===== src/rtl/capture_trigger_controller_if.sv =====
// Host/detector/sample-RAM signal bundle for the capture trigger controller.
// The master side drives commands and the detector input; the slave side is the controller.
interface capture_trigger_controller_if #(
  parameter int ADDR_W = 10,
  parameter int DIV_W  = 16
);
  logic              arm;
  logic              abort;
  logic [ADDR_W-1:0] pre_count;
  logic [ADDR_W-1:0] post_count;
  logic [DIV_W-1:0]  div;
  logic              change;
  logic              inh;
  logic              wr_en;
  logic [ADDR_W-1:0] wr_addr;
  logic [ADDR_W-1:0] trig_addr;
  logic              busy;
  logic              done;

  modport master (
    output arm, abort, pre_count, post_count, div, change,
    input  inh, wr_en, wr_addr, trig_addr, busy, done
  );

  modport slave (
    input  arm, abort, pre_count, post_count, div, change,
    output inh, wr_en, wr_addr, trig_addr, busy, done
  );
endinterface


===== src/rtl/capture_trigger_controller.sv =====
// Sequences one logic-analyzer capture: pre-trigger fill, armed circular writes,
// trigger address capture and a fixed post-trigger window. All outputs registered.
module capture_trigger_controller #(
  parameter int ADDR_W = 10,
  parameter int DIV_W  = 16
) (
  input  logic                        clk,
  input  logic                        rst_n,
  capture_trigger_controller_if.slave bus
);
  typedef enum logic [2:0] {IDLE, PRE, ARMED, POST, DONE} state_t;

  localparam logic [ADDR_W-1:0] ONE_A = ADDR_W'(1);
  localparam logic [DIV_W-1:0]  ONE_D = DIV_W'(1);

  state_t            state_q, state_d;
  logic [ADDR_W-1:0] pre_q, post_q;
  logic [DIV_W-1:0]  div_q;
  logic [ADDR_W-1:0] cnt_q, cnt_d;
  logic [ADDR_W-1:0] wr_addr_q, wr_addr_d;
  logic [ADDR_W-1:0] trig_q, trig_d;
  logic [DIV_W-1:0]  presc_q, presc_d;
  logic              wr_en_q, wr_en_d;
  logic              done_q, done_d;
  logic              inh_q, busy_q;
  logic              load, strobe, active_q, active_d;

  always_comb begin
    state_d   = state_q;
    cnt_d     = wr_en_q ? cnt_q + ONE_A : cnt_q;
    wr_addr_d = wr_en_q ? wr_addr_q + ONE_A : wr_addr_q;
    trig_d    = trig_q;
    done_d    = done_q;
    presc_d   = presc_q;
    load      = 1'b0;
    strobe    = (presc_q == div_q);
    active_q  = (state_q == PRE) || (state_q == ARMED) || (state_q == POST);

    case (state_q)
      IDLE, DONE: begin
        if (bus.arm && !bus.abort) begin
          state_d   = PRE;
          load      = 1'b1;
          done_d    = 1'b0;
          wr_addr_d = '0;
          cnt_d     = '0;
          presc_d   = '0;
        end
      end
      PRE: begin
        if (pre_q == '0 || (wr_en_q && (cnt_q + ONE_A) == pre_q)) begin
          state_d = ARMED;
          cnt_d   = '0;
        end
      end
      ARMED: begin
        // The trigger sample is the one being written this cycle.
        if (wr_en_q && bus.change) begin
          trig_d  = wr_addr_q;
          cnt_d   = '0;
          state_d = (post_q == '0) ? DONE : POST;
        end
      end
      POST: begin
        if (post_q == '0 || (wr_en_q && (cnt_q + ONE_A) == post_q))
          state_d = DONE;
      end
      default: state_d = IDLE;
    endcase

    if (active_q) begin
      presc_d = strobe ? '0 : presc_q + ONE_D;
      if (bus.abort) state_d = IDLE;
    end

    active_d = (state_d == PRE) || (state_d == ARMED) || (state_d == POST);
    // Strobes only fire while staying inside the capture; leaving suppresses the next write.
    wr_en_d  = active_q && active_d && strobe;
    if (state_d == DONE && state_q != DONE) done_d = 1'b1;
  end

  always_ff @(posedge clk or negedge rst_n) begin
    if (!rst_n) begin
      state_q   <= IDLE;
      cnt_q     <= '0;
      wr_addr_q <= '0;
      trig_q    <= '0;
      presc_q   <= '0;
      wr_en_q   <= 1'b0;
      done_q    <= 1'b0;
      inh_q     <= 1'b1;
      busy_q    <= 1'b0;
    end else begin
      state_q   <= state_d;
      cnt_q     <= cnt_d;
      wr_addr_q <= wr_addr_d;
      trig_q    <= trig_d;
      presc_q   <= presc_d;
      wr_en_q   <= wr_en_d;
      done_q    <= done_d;
      inh_q     <= (state_d != ARMED);
      busy_q    <= active_d;
    end
  end

  always_ff @(posedge clk) begin
    if (load) begin
      pre_q  <= bus.pre_count;
      post_q <= bus.post_count;
      div_q  <= bus.div;
    end
  end

  assign bus.inh       = inh_q;
  assign bus.wr_en     = wr_en_q;
  assign bus.wr_addr   = wr_addr_q;
  assign bus.trig_addr = trig_q;
  assign bus.busy      = busy_q;
  assign bus.done      = done_q;
endmodule


===== src/flat_wrapper.sv =====
// flat-port wrapper written by rule: the top's interface ports become plain ports
module capture_trigger_controller_flat 
#(
  parameter int ADDR_W = 10,
  parameter int DIV_W  = 16
)
  (clk, rst_n, bus_arm, bus_abort, bus_pre_count, bus_post_count, bus_div, bus_change, bus_inh, bus_wr_en, bus_wr_addr, bus_trig_addr, bus_busy, bus_done);
  capture_trigger_controller_if #(.ADDR_W(ADDR_W), .DIV_W(DIV_W)) bus_i ();
  input  logic clk;
  input  logic rst_n;
  input wire logic [$bits(bus_i.arm)-1:0] bus_arm;
  input wire logic [$bits(bus_i.abort)-1:0] bus_abort;
  input wire logic [$bits(bus_i.pre_count)-1:0] bus_pre_count;
  input wire logic [$bits(bus_i.post_count)-1:0] bus_post_count;
  input wire logic [$bits(bus_i.div)-1:0] bus_div;
  input wire logic [$bits(bus_i.change)-1:0] bus_change;
  output wire logic [$bits(bus_i.inh)-1:0] bus_inh;
  output wire logic [$bits(bus_i.wr_en)-1:0] bus_wr_en;
  output wire logic [$bits(bus_i.wr_addr)-1:0] bus_wr_addr;
  output wire logic [$bits(bus_i.trig_addr)-1:0] bus_trig_addr;
  output wire logic [$bits(bus_i.busy)-1:0] bus_busy;
  output wire logic [$bits(bus_i.done)-1:0] bus_done;
  assign bus_i.arm = bus_arm;
  assign bus_i.abort = bus_abort;
  assign bus_i.pre_count = bus_pre_count;
  assign bus_i.post_count = bus_post_count;
  assign bus_i.div = bus_div;
  assign bus_i.change = bus_change;
  assign bus_inh = bus_i.inh;
  assign bus_wr_en = bus_i.wr_en;
  assign bus_wr_addr = bus_i.wr_addr;
  assign bus_trig_addr = bus_i.trig_addr;
  assign bus_busy = bus_i.busy;
  assign bus_done = bus_i.done;
  capture_trigger_controller #(.ADDR_W(ADDR_W), .DIV_W(DIV_W)) u_core (.clk(clk), .rst_n(rst_n), .bus(bus_i));
endmodule

===== config.mk =====
export PLATFORM = sky130hd
export DESIGN_NAME = capture_trigger_controller_flat
export DESIGN_NICKNAME = d
export VERILOG_FILES = /design/src/rtl/capture_trigger_controller_if.sv /design/src/rtl/capture_trigger_controller.sv /design/src/flat_wrapper.sv
export SDC_FILE = /design/constraint.sdc
export NUM_CORES = 1
export LEC_CHECK = 0
export ABC_AREA = 1
export CORE_MARGIN = 3
export CORE_UTILIZATION = 50
export DETAILED_ROUTE_END_ITERATION = 8
export GPL_TIMING_DRIVEN = 1
export PLACE_DENSITY_LB_ADDON = 0.05
export SLEW_MARGIN = 20
export SYNTH_ARGS = -nofsm -noshare
export SYNTH_HDL_FRONTEND = slang
export SYNTH_SLANG_ARGS = --single-unit
export TNS_END_PERCENT = 30

===== constraint.sdc =====
create_clock -name clk -period 5.5 [get_ports clk]
set_clock_uncertainty 0.2 [all_clocks]
set_input_delay 0.825 -clock clk [delete_from_list [all_inputs] [get_ports clk]]
set_output_delay 0.825 -clock clk [all_outputs]
set_load 0.05 [all_outputs]

==> results of run 1 <==
==> cells by family after synthesis <==
| logic type | Yosys count | synth area share [%] |
|---|---|---|
| xor+xnor | 23 | 4.61 |
| simple gates | 250 | 25.6 |
| flops | 89 | 55.1 |
| buf+inv | 74 | 6.55 |
| fa+ha+maj | 3 | 0.858 |
| compound gates | 56 | 7.07 |
| mux | 1 | 0.257 |
==> tightest hold or removal path: stages (launching register included) <==
cell,delay [ns]
dfrtp_1,0.35
nand2_1,0.05
o21ai_0,0.07
==> state kept, by name, indices dropped and copies added (netlist names) <==
register	cells
u_core.bus.busy	1
u_core.bus.done	1
u_core.bus.inh	1
u_core.bus.trig_addr	10
u_core.bus.wr_addr	10
u_core.bus.wr_en	1
u_core.cnt_q	10
u_core.div_q	16
u_core.post_q	10
u_core.pre_q	10
u_core.presc_q	16
u_core.state_q	3
==> worst min path at each step <==
stage | slack (ns) | cells after the start | from | endpoint
global route | 0.33 | 2 | u_core.bus.trig_addr[7] | u_core.bus.trig_addr[7]
finish | 0.30 | 2 | u_core.bus.trig_addr[6] | u_core.bus.trig_addr[6]
CTS | 0.30 | 2 | u_core.bus.trig_addr[2] | u_core.bus.trig_addr[2]
detailed placement | 0.28 | 2 | u_core.bus.trig_addr[2] | u_core.bus.trig_addr[2]
global placement | 0.27 | 2 | u_core.bus.trig_addr[6] | u_core.bus.trig_addr[6]
floorplan | 0.32 | 2 | u_core.presc_q[14] | u_core.presc_q[14]
==> synthesized netlist by cell type, types with 2 or more instances <==
| cell type | number |
|---|---|
| nand3b_1 | 4 |
| clkbuf_1 | 6 |
| buf_4 | 2 |
| a21oi_1 | 13 |
| xnor2_1 | 9 |
| nand3_1 | 32 |
| xor2_1 | 14 |
| nor3_2 | 2 |
| nor2_1 | 59 |
| nand4_1 | 4 |
| nand2_1 | 113 |
| o21ai_0 | 30 |
| edfxtp_1 | 36 |
| nor2_2 | 2 |
| nor4_1 | 4 |
| nor3b_2 | 2 |
| nor3_1 | 18 |
| nor2_4 | 2 |
| nand2_2 | 3 |
| inv_2 | 2 |
| inv_1 | 62 |
| dfrtp_1 | 52 |
| o22ai_1 | 3 |
| ha_1 | 3 |
==> per-layer routing <==
layer  track usage (%)  part of all wire (%)  vias to the layer above
li1                  -                     -                     1757
met1              29.6                    47                     1664
met2              32.9                    46                       94
met3              5.05                   5.7                       10
met4              4.73                  0.93                        0
met5                 0                     0                        -
==> through the flow <==
step | hold slack (ns) | power, mW | instances | util [%] | instance area [um^2]
after floorplan | 0.315 | 0.811 | 496 | - | 4370
after global placement | 0.272 | 0.866 | 658 | 61.4 | 5120
after detailed placement | 0.279 | 0.869 | 658 | 61.4 | 5120
after CTS | 0.304 | 1.36 | 674 | 64.1 | 5340
after global routing | 0.330 | 1.40 | 674 | 64.1 | 5340
final | 0.301 | 1.35 | 674 | 64.1 | 5340
==> power breakdown <==
group | internal, mW | switching [mW] | leakage [nW] | total, mW
clock | 0.239 | 0.253 | 0.116 | 0.491
sequential | 0.717 | 0.0216 | 1.07 | 0.739
combinational | 0.0529 | 0.0639 | 1.06 | 0.117
==> area by class of cell <==
| cell class | instances | area share (%) |
|---|---|---|
| clock inverters | 4 | 0.656 |
| inverters | 65 | 4.57 |
| repair buffers | 66 | 12.2 |
| multi-input cells | 333 | 31.6 |
| well taps | 105 | 2.46 |
| flip-flops and latches | 89 | 45.1 |
| clock buffers | 12 | 3.51 |
==> results.md, run 1 <==
- Final setup TNS: 0 ns
- Commonest non-fill, non-tap cell in the layout: nand2_1
- Placeable Area: around 8300 um^2
- Setup repair bufs after CTS: 0
- Final setup fails: 0
- Clock root cell: clkbuf_8
- Critical Path Max Stage Delay: ~0.95 ns
- Ys flop type: dfrtp_1
- Syn avg cell area: between 8 and 9 um^2
- P per Cell Area: ~250 nW/um^2
- Arrival time at the worst endpoint: between 2 and 2.5 ns
- Initial DRC count: between 200 and 250
- Most frequent cells in the layout: 113 x nand2_1, 63 x clkdlybuf4s50_1, 62 x inv_1, 58 x nor2_1, 52 x dfrtp_1
- Synth top area share: a little under 30%
- Net Count, Synth: 540
- Clock latency on the worst-skew pair: approximately 0.36 ns
- Vias: approximately 3500
- First-pass GRT wire length: about 16 mm
- Final worst slack: 2.44 ns
- Port Buf Inserts: 64
- Largest net degree at the start of global routing: 54
- Flop-to-flop setup slack: about 2.9 ns
- Post-CTS Resized: 0
- Synthesis Warnings: 0
- Synth area leaders: dfrtp_1 30%, edfxtp_1 25%, nand2_1 9.7%
- RSZ-0062 raised after global routing: false
- Pre-CTS setup slack: around 2.5 ns
- # diodes: 0
- Source of the critical timing path: u_core.bus.wr_en
- Critical Path Start Type: register
- Initial Util: roughly 52%
- Min cycle time layout: roughly 3 ns
- R2r endpoint: u_core.presc_q[11]
- RD Place Congestion: around 0.89
- Ratio of cells with drive above 1 in the final layout: roughly 6.7%
- Initial DRT Pass Iterations: 5
- Peak Freq: between 300 and 400 MHz
- Max-Cap Viols: 0
- Slew Limit Fails: 0
- Leakage: 2.24 nW
- Mapped Area: ~4400 um^2
- Slew headroom: 42.1%
- Worst Reg-to-Reg Cells: 8
- Drt via density: approximately 5.2
- GR Overflow Total: 0
- CP bufs+invs: 1
- Final WL: about 10 mm
- Global-route usage over all layers: 20.9%
- VDD IR-drop max: about 190 uV
- Post-detailed-route count of antenna-violating nets: 0
- CTS Sinks: around 90
- Io pins: between 60 and 70
- Worst Tran Pin Value: 0.865 ns
- Largest delay share family, worst path: buffers and inverters
- Htree depth: 3
- Worst-case clock buffer depth: 2
- DIE HEIGHT: between 90 and 100 um
- Vias in the first global route: ~3400
- Die Width: 99.5 um
- Initial antenna violation count: 0
- Final #Nets: ~610
- Detail Placement HPWL: roughly 7.1 mm
- CTS tree: done
- Register Area: 2410 um^2
- Critical Path Sink Type: output port
- Die area: 9910 um^2
- Cts bufs inserted: 9
- Status: finished clean
- Post-Synthesis Cells: around 500
- R2R Path Start: u_core.presc_q[13]
- CTS Hold Bufs: 0
- CP max FO: 17
- Async set or reset register ratio after synthesis: about three fifths
- Critical Path Slowest Stage Cell: clkdlybuf4s50_1
- Crit-path cells: clkdlybuf4s50_1
- Dominant cell type by area after synthesis: dfrtp_1
- Req. time, crit path: approximately 4.5 ns
- Clock slew at reported path FFs: about 0.1 ns
- Synth-to-Final Area Change: 22.2%
- Number of synthesized register bits: 89
- Residual DRC: 0
- Area of the multi-input gates: 1690 um^2
- Fin. Hold Viols: 0
- WP depth: 1
- Synth cell types: 43
- Std cell rows: 33
- Filler instances: 705
- DR WL/cell: 14.5 um
- Final worst-path cycle share: a little under three fifths
- Crit path to: bus_wr_en
- CP Class: register to output port
- Hold Crit Class: register to register
- EDFF count, synth: 36
- Sequential fraction of the synthesis area: about 55%
Power figures use the tool's default switching activity.
==> run 2, diff against run 1 <==
--- a/config.mk
+++ b/config.mk
@@ -7,7 +7,7 @@
 export LEC_CHECK = 0
 export ABC_AREA = 1
 export CORE_MARGIN = 3
-export CORE_UTILIZATION = 50
+export CORE_UTILIZATION = 49
 export DETAILED_ROUTE_END_ITERATION = 8
 export GPL_TIMING_DRIVEN = 1
 export PLACE_DENSITY_LB_ADDON = 0.05
==> constraint.sdc (replaced) <==
create_clock -name clk -period 2.5 [get_ports clk]
set_clock_uncertainty 0.2 [all_clocks]
set_input_delay 0.375 -clock clk [delete_from_list [all_inputs] [get_ports clk]]
set_output_delay 0.375 -clock clk [all_outputs]
set_load 0.05 [all_outputs]
==> results.md, run 2 (synthesis results as in run 1) <==
- Commonest non-fill, non-tap cell in the layout: nand2_1
- Peak Freq: 421 MHz
- Initial Util: 51.9%
- Status: finished clean
- Placeable Area: approximately 8400 um^2
- Largest net degree at the start of global routing: 46
- Final setup TNS: 0 ns
- Die area: 10100 um^2
- Hold Crit Class: input port to async pin
- Worst Reg-to-Reg Cells: 15
- Fin. Hold Viols: 0
- Source of the critical timing path: u_core.cnt_q[0]
- GR Overflow Total: 0
- Clock latency on the worst-skew pair: roughly 0.37 ns
- Final design utilization: around 65%
- DR WL/cell: between 10 and 15 um
- Global-route usage over all layers: a little over a fifth
- RD Place Congestion: roughly 0.85
- VDD IR-drop max: around 260 uV
- Final setup fails: 0
- Non-filler cells in the finished layout: slightly below 700
- R2r endpoint: u_core.cnt_q[4]
- Max-Cap Viols: 0
- P per Cell Area: 532 nW/um^2
- Arrival time at the worst endpoint: about 2.5 ns
- Ratio of cells with drive above 1 in the final layout: ~8.6%
- Residual DRC: 0
- Post-detailed-route count of antenna-violating nets: 0
- Cts bufs inserted: 9
- Final WL: between 9 and 10 mm
- Slew Limit Fails: 0
- Initial DRC count: roughly 200
- Critical Path Sink Type: register
- Initial antenna violation count: 0
- Drt via density: 5.20
- Biggest regs: u_core.div_q x16, u_core.presc_q x16
- Slew headroom: 57.9%
- Synth-to-Final Area Change: 24.3%
- Cell count after placement: around 660
- Worst Tran Pin Value: approximately 0.63 ns
- Clock slew at reported path FFs: roughly 0.1 ns
- Leakage: approximately 2.3 nW
- Req. time, crit path: 2.59 ns
- Critical Path Start Type: register
- Worst-case clock buffer depth: 2
- CP Class: register to register
- Port Buf Inserts: 64
- CTS Sinks: a little under 90
- Min cycle time layout: around 2.4 ns
- Total design power: slightly below 3 mW
- Most frequent cells in the layout: 113 x nand2_1, 63 x clkdlybuf4s50_1, 62 x inv_1, 57 x nor2_1, 52 x dfrtp_1
- Die Width: between 100 and 150 um
- Vias in the first global route: 3460
- CTS tree: done
- Std cell rows: 33
- Final #Nets: slightly above 600
- Detail Placement HPWL: slightly above 7 mm
- Htree depth: 3
- First-pass GRT wire length: between 15 and 20 mm
- R2R Path Start: u_core.cnt_q[0]
- CP max FO: 5
- Io pins: 65
- DIE HEIGHT: between 100 and 150 um
- Worst hold slack: approximately 0.30 ns
- Clock root cell: clkbuf_8
- Initial DRT Pass Iterations: 4
- Vias: 3561
- Final worst-path cycle share: 95.0%
- # diodes: 0
- Flop-to-flop setup slack: 0.13 ns
==> run 2: final cells by class <==
| type | instances | area (um^2) |
|---|---|---|
| clock inverters | 5 | 41.3 |
| clock buffers | 11 | 153 |
| repair inverters | 1 | 5.00 |
| multi-input cells | 333 | 1710 |
| fillers | 712 | 2990 |
| repair buffers | 76 | 741 |
| well taps | 105 | 131 |
| inverters | 65 | 244 |
| flip-flops and latches | 89 | 2410 |
==> run 2: what timing repair did <==
item                                    in CTS  in global routing
hold buffers                                 1                  0
endpoints found under the hold margin       14                  0
buffers inserted                             0                  3
endpoints found under the setup margin       0                 12
resized for setup                            0                  4
==> run 2: how the worst max path moves through the flow <==
| stage | to | slack [ns] | cells after the start |
|---|---|---|---|
| 6_report | u_core.cnt_q[4] | 0.13 | 15 |
| 5_1_grt | u_core.cnt_q[4] | -0.01 | 15 |
| 4_1_cts | u_core.cnt_q[6] | 0.17 | 14 |
| 3_5_place_dp | u_core.presc_q[10] | 0.16 | 10 |
| 3_3_place_gp | u_core.presc_q[10] | 0.24 | 10 |
| 2_1_floorplan | u_core.bus.wr_en | 0.34 | 8 |
==> run 2: layer usage <==
layer	track usage [%]	part of all wire, %	vias to the layer above
li1	-	-	1776
met1	30.4	48	1677
met2	31.8	46	96
met3	4.08	4.8	12
met4	6.53	1.3	0
met5	0	0	-
==> run 2: stage by stage <==
step | cell area, um^2 | setup slack [ns]
floorplan | 4380 | 0.344
global placement | 5180 | 0.238
detailed placement | 5180 | 0.158
CTS | 5380 | 0.170
global route | 5440 | -0.0104
finish | 5440 | 0.125
==> run 2: where the power goes <==
part | internal, mW | total (mW) | switching, mW
logic | 0.131 | 0.287 | 0.157
registers | 1.58 | 1.62 | 0.0470
clock network | 0.438 | 0.979 | 0.541
total | 2.15 | 2.89 | 0.744
==> run 2: worst max-delay path, cell delays in order (launching register included) <==
cell,delay (ns)
dfrtp_1,0.40
ha_1,0.22
nand2_2,0.11
inv_1,0.08
nand3_1,0.07
nand2_1,0.10
nand2_1,0.11
nand2_1,0.08
nand3_1,0.11
nor2_1,0.07
nand2_1,0.10
nand3_2,0.10
o311ai_4,0.13
clkinvlp_2,0.17
buf_4,0.18
nor2_1,0.09
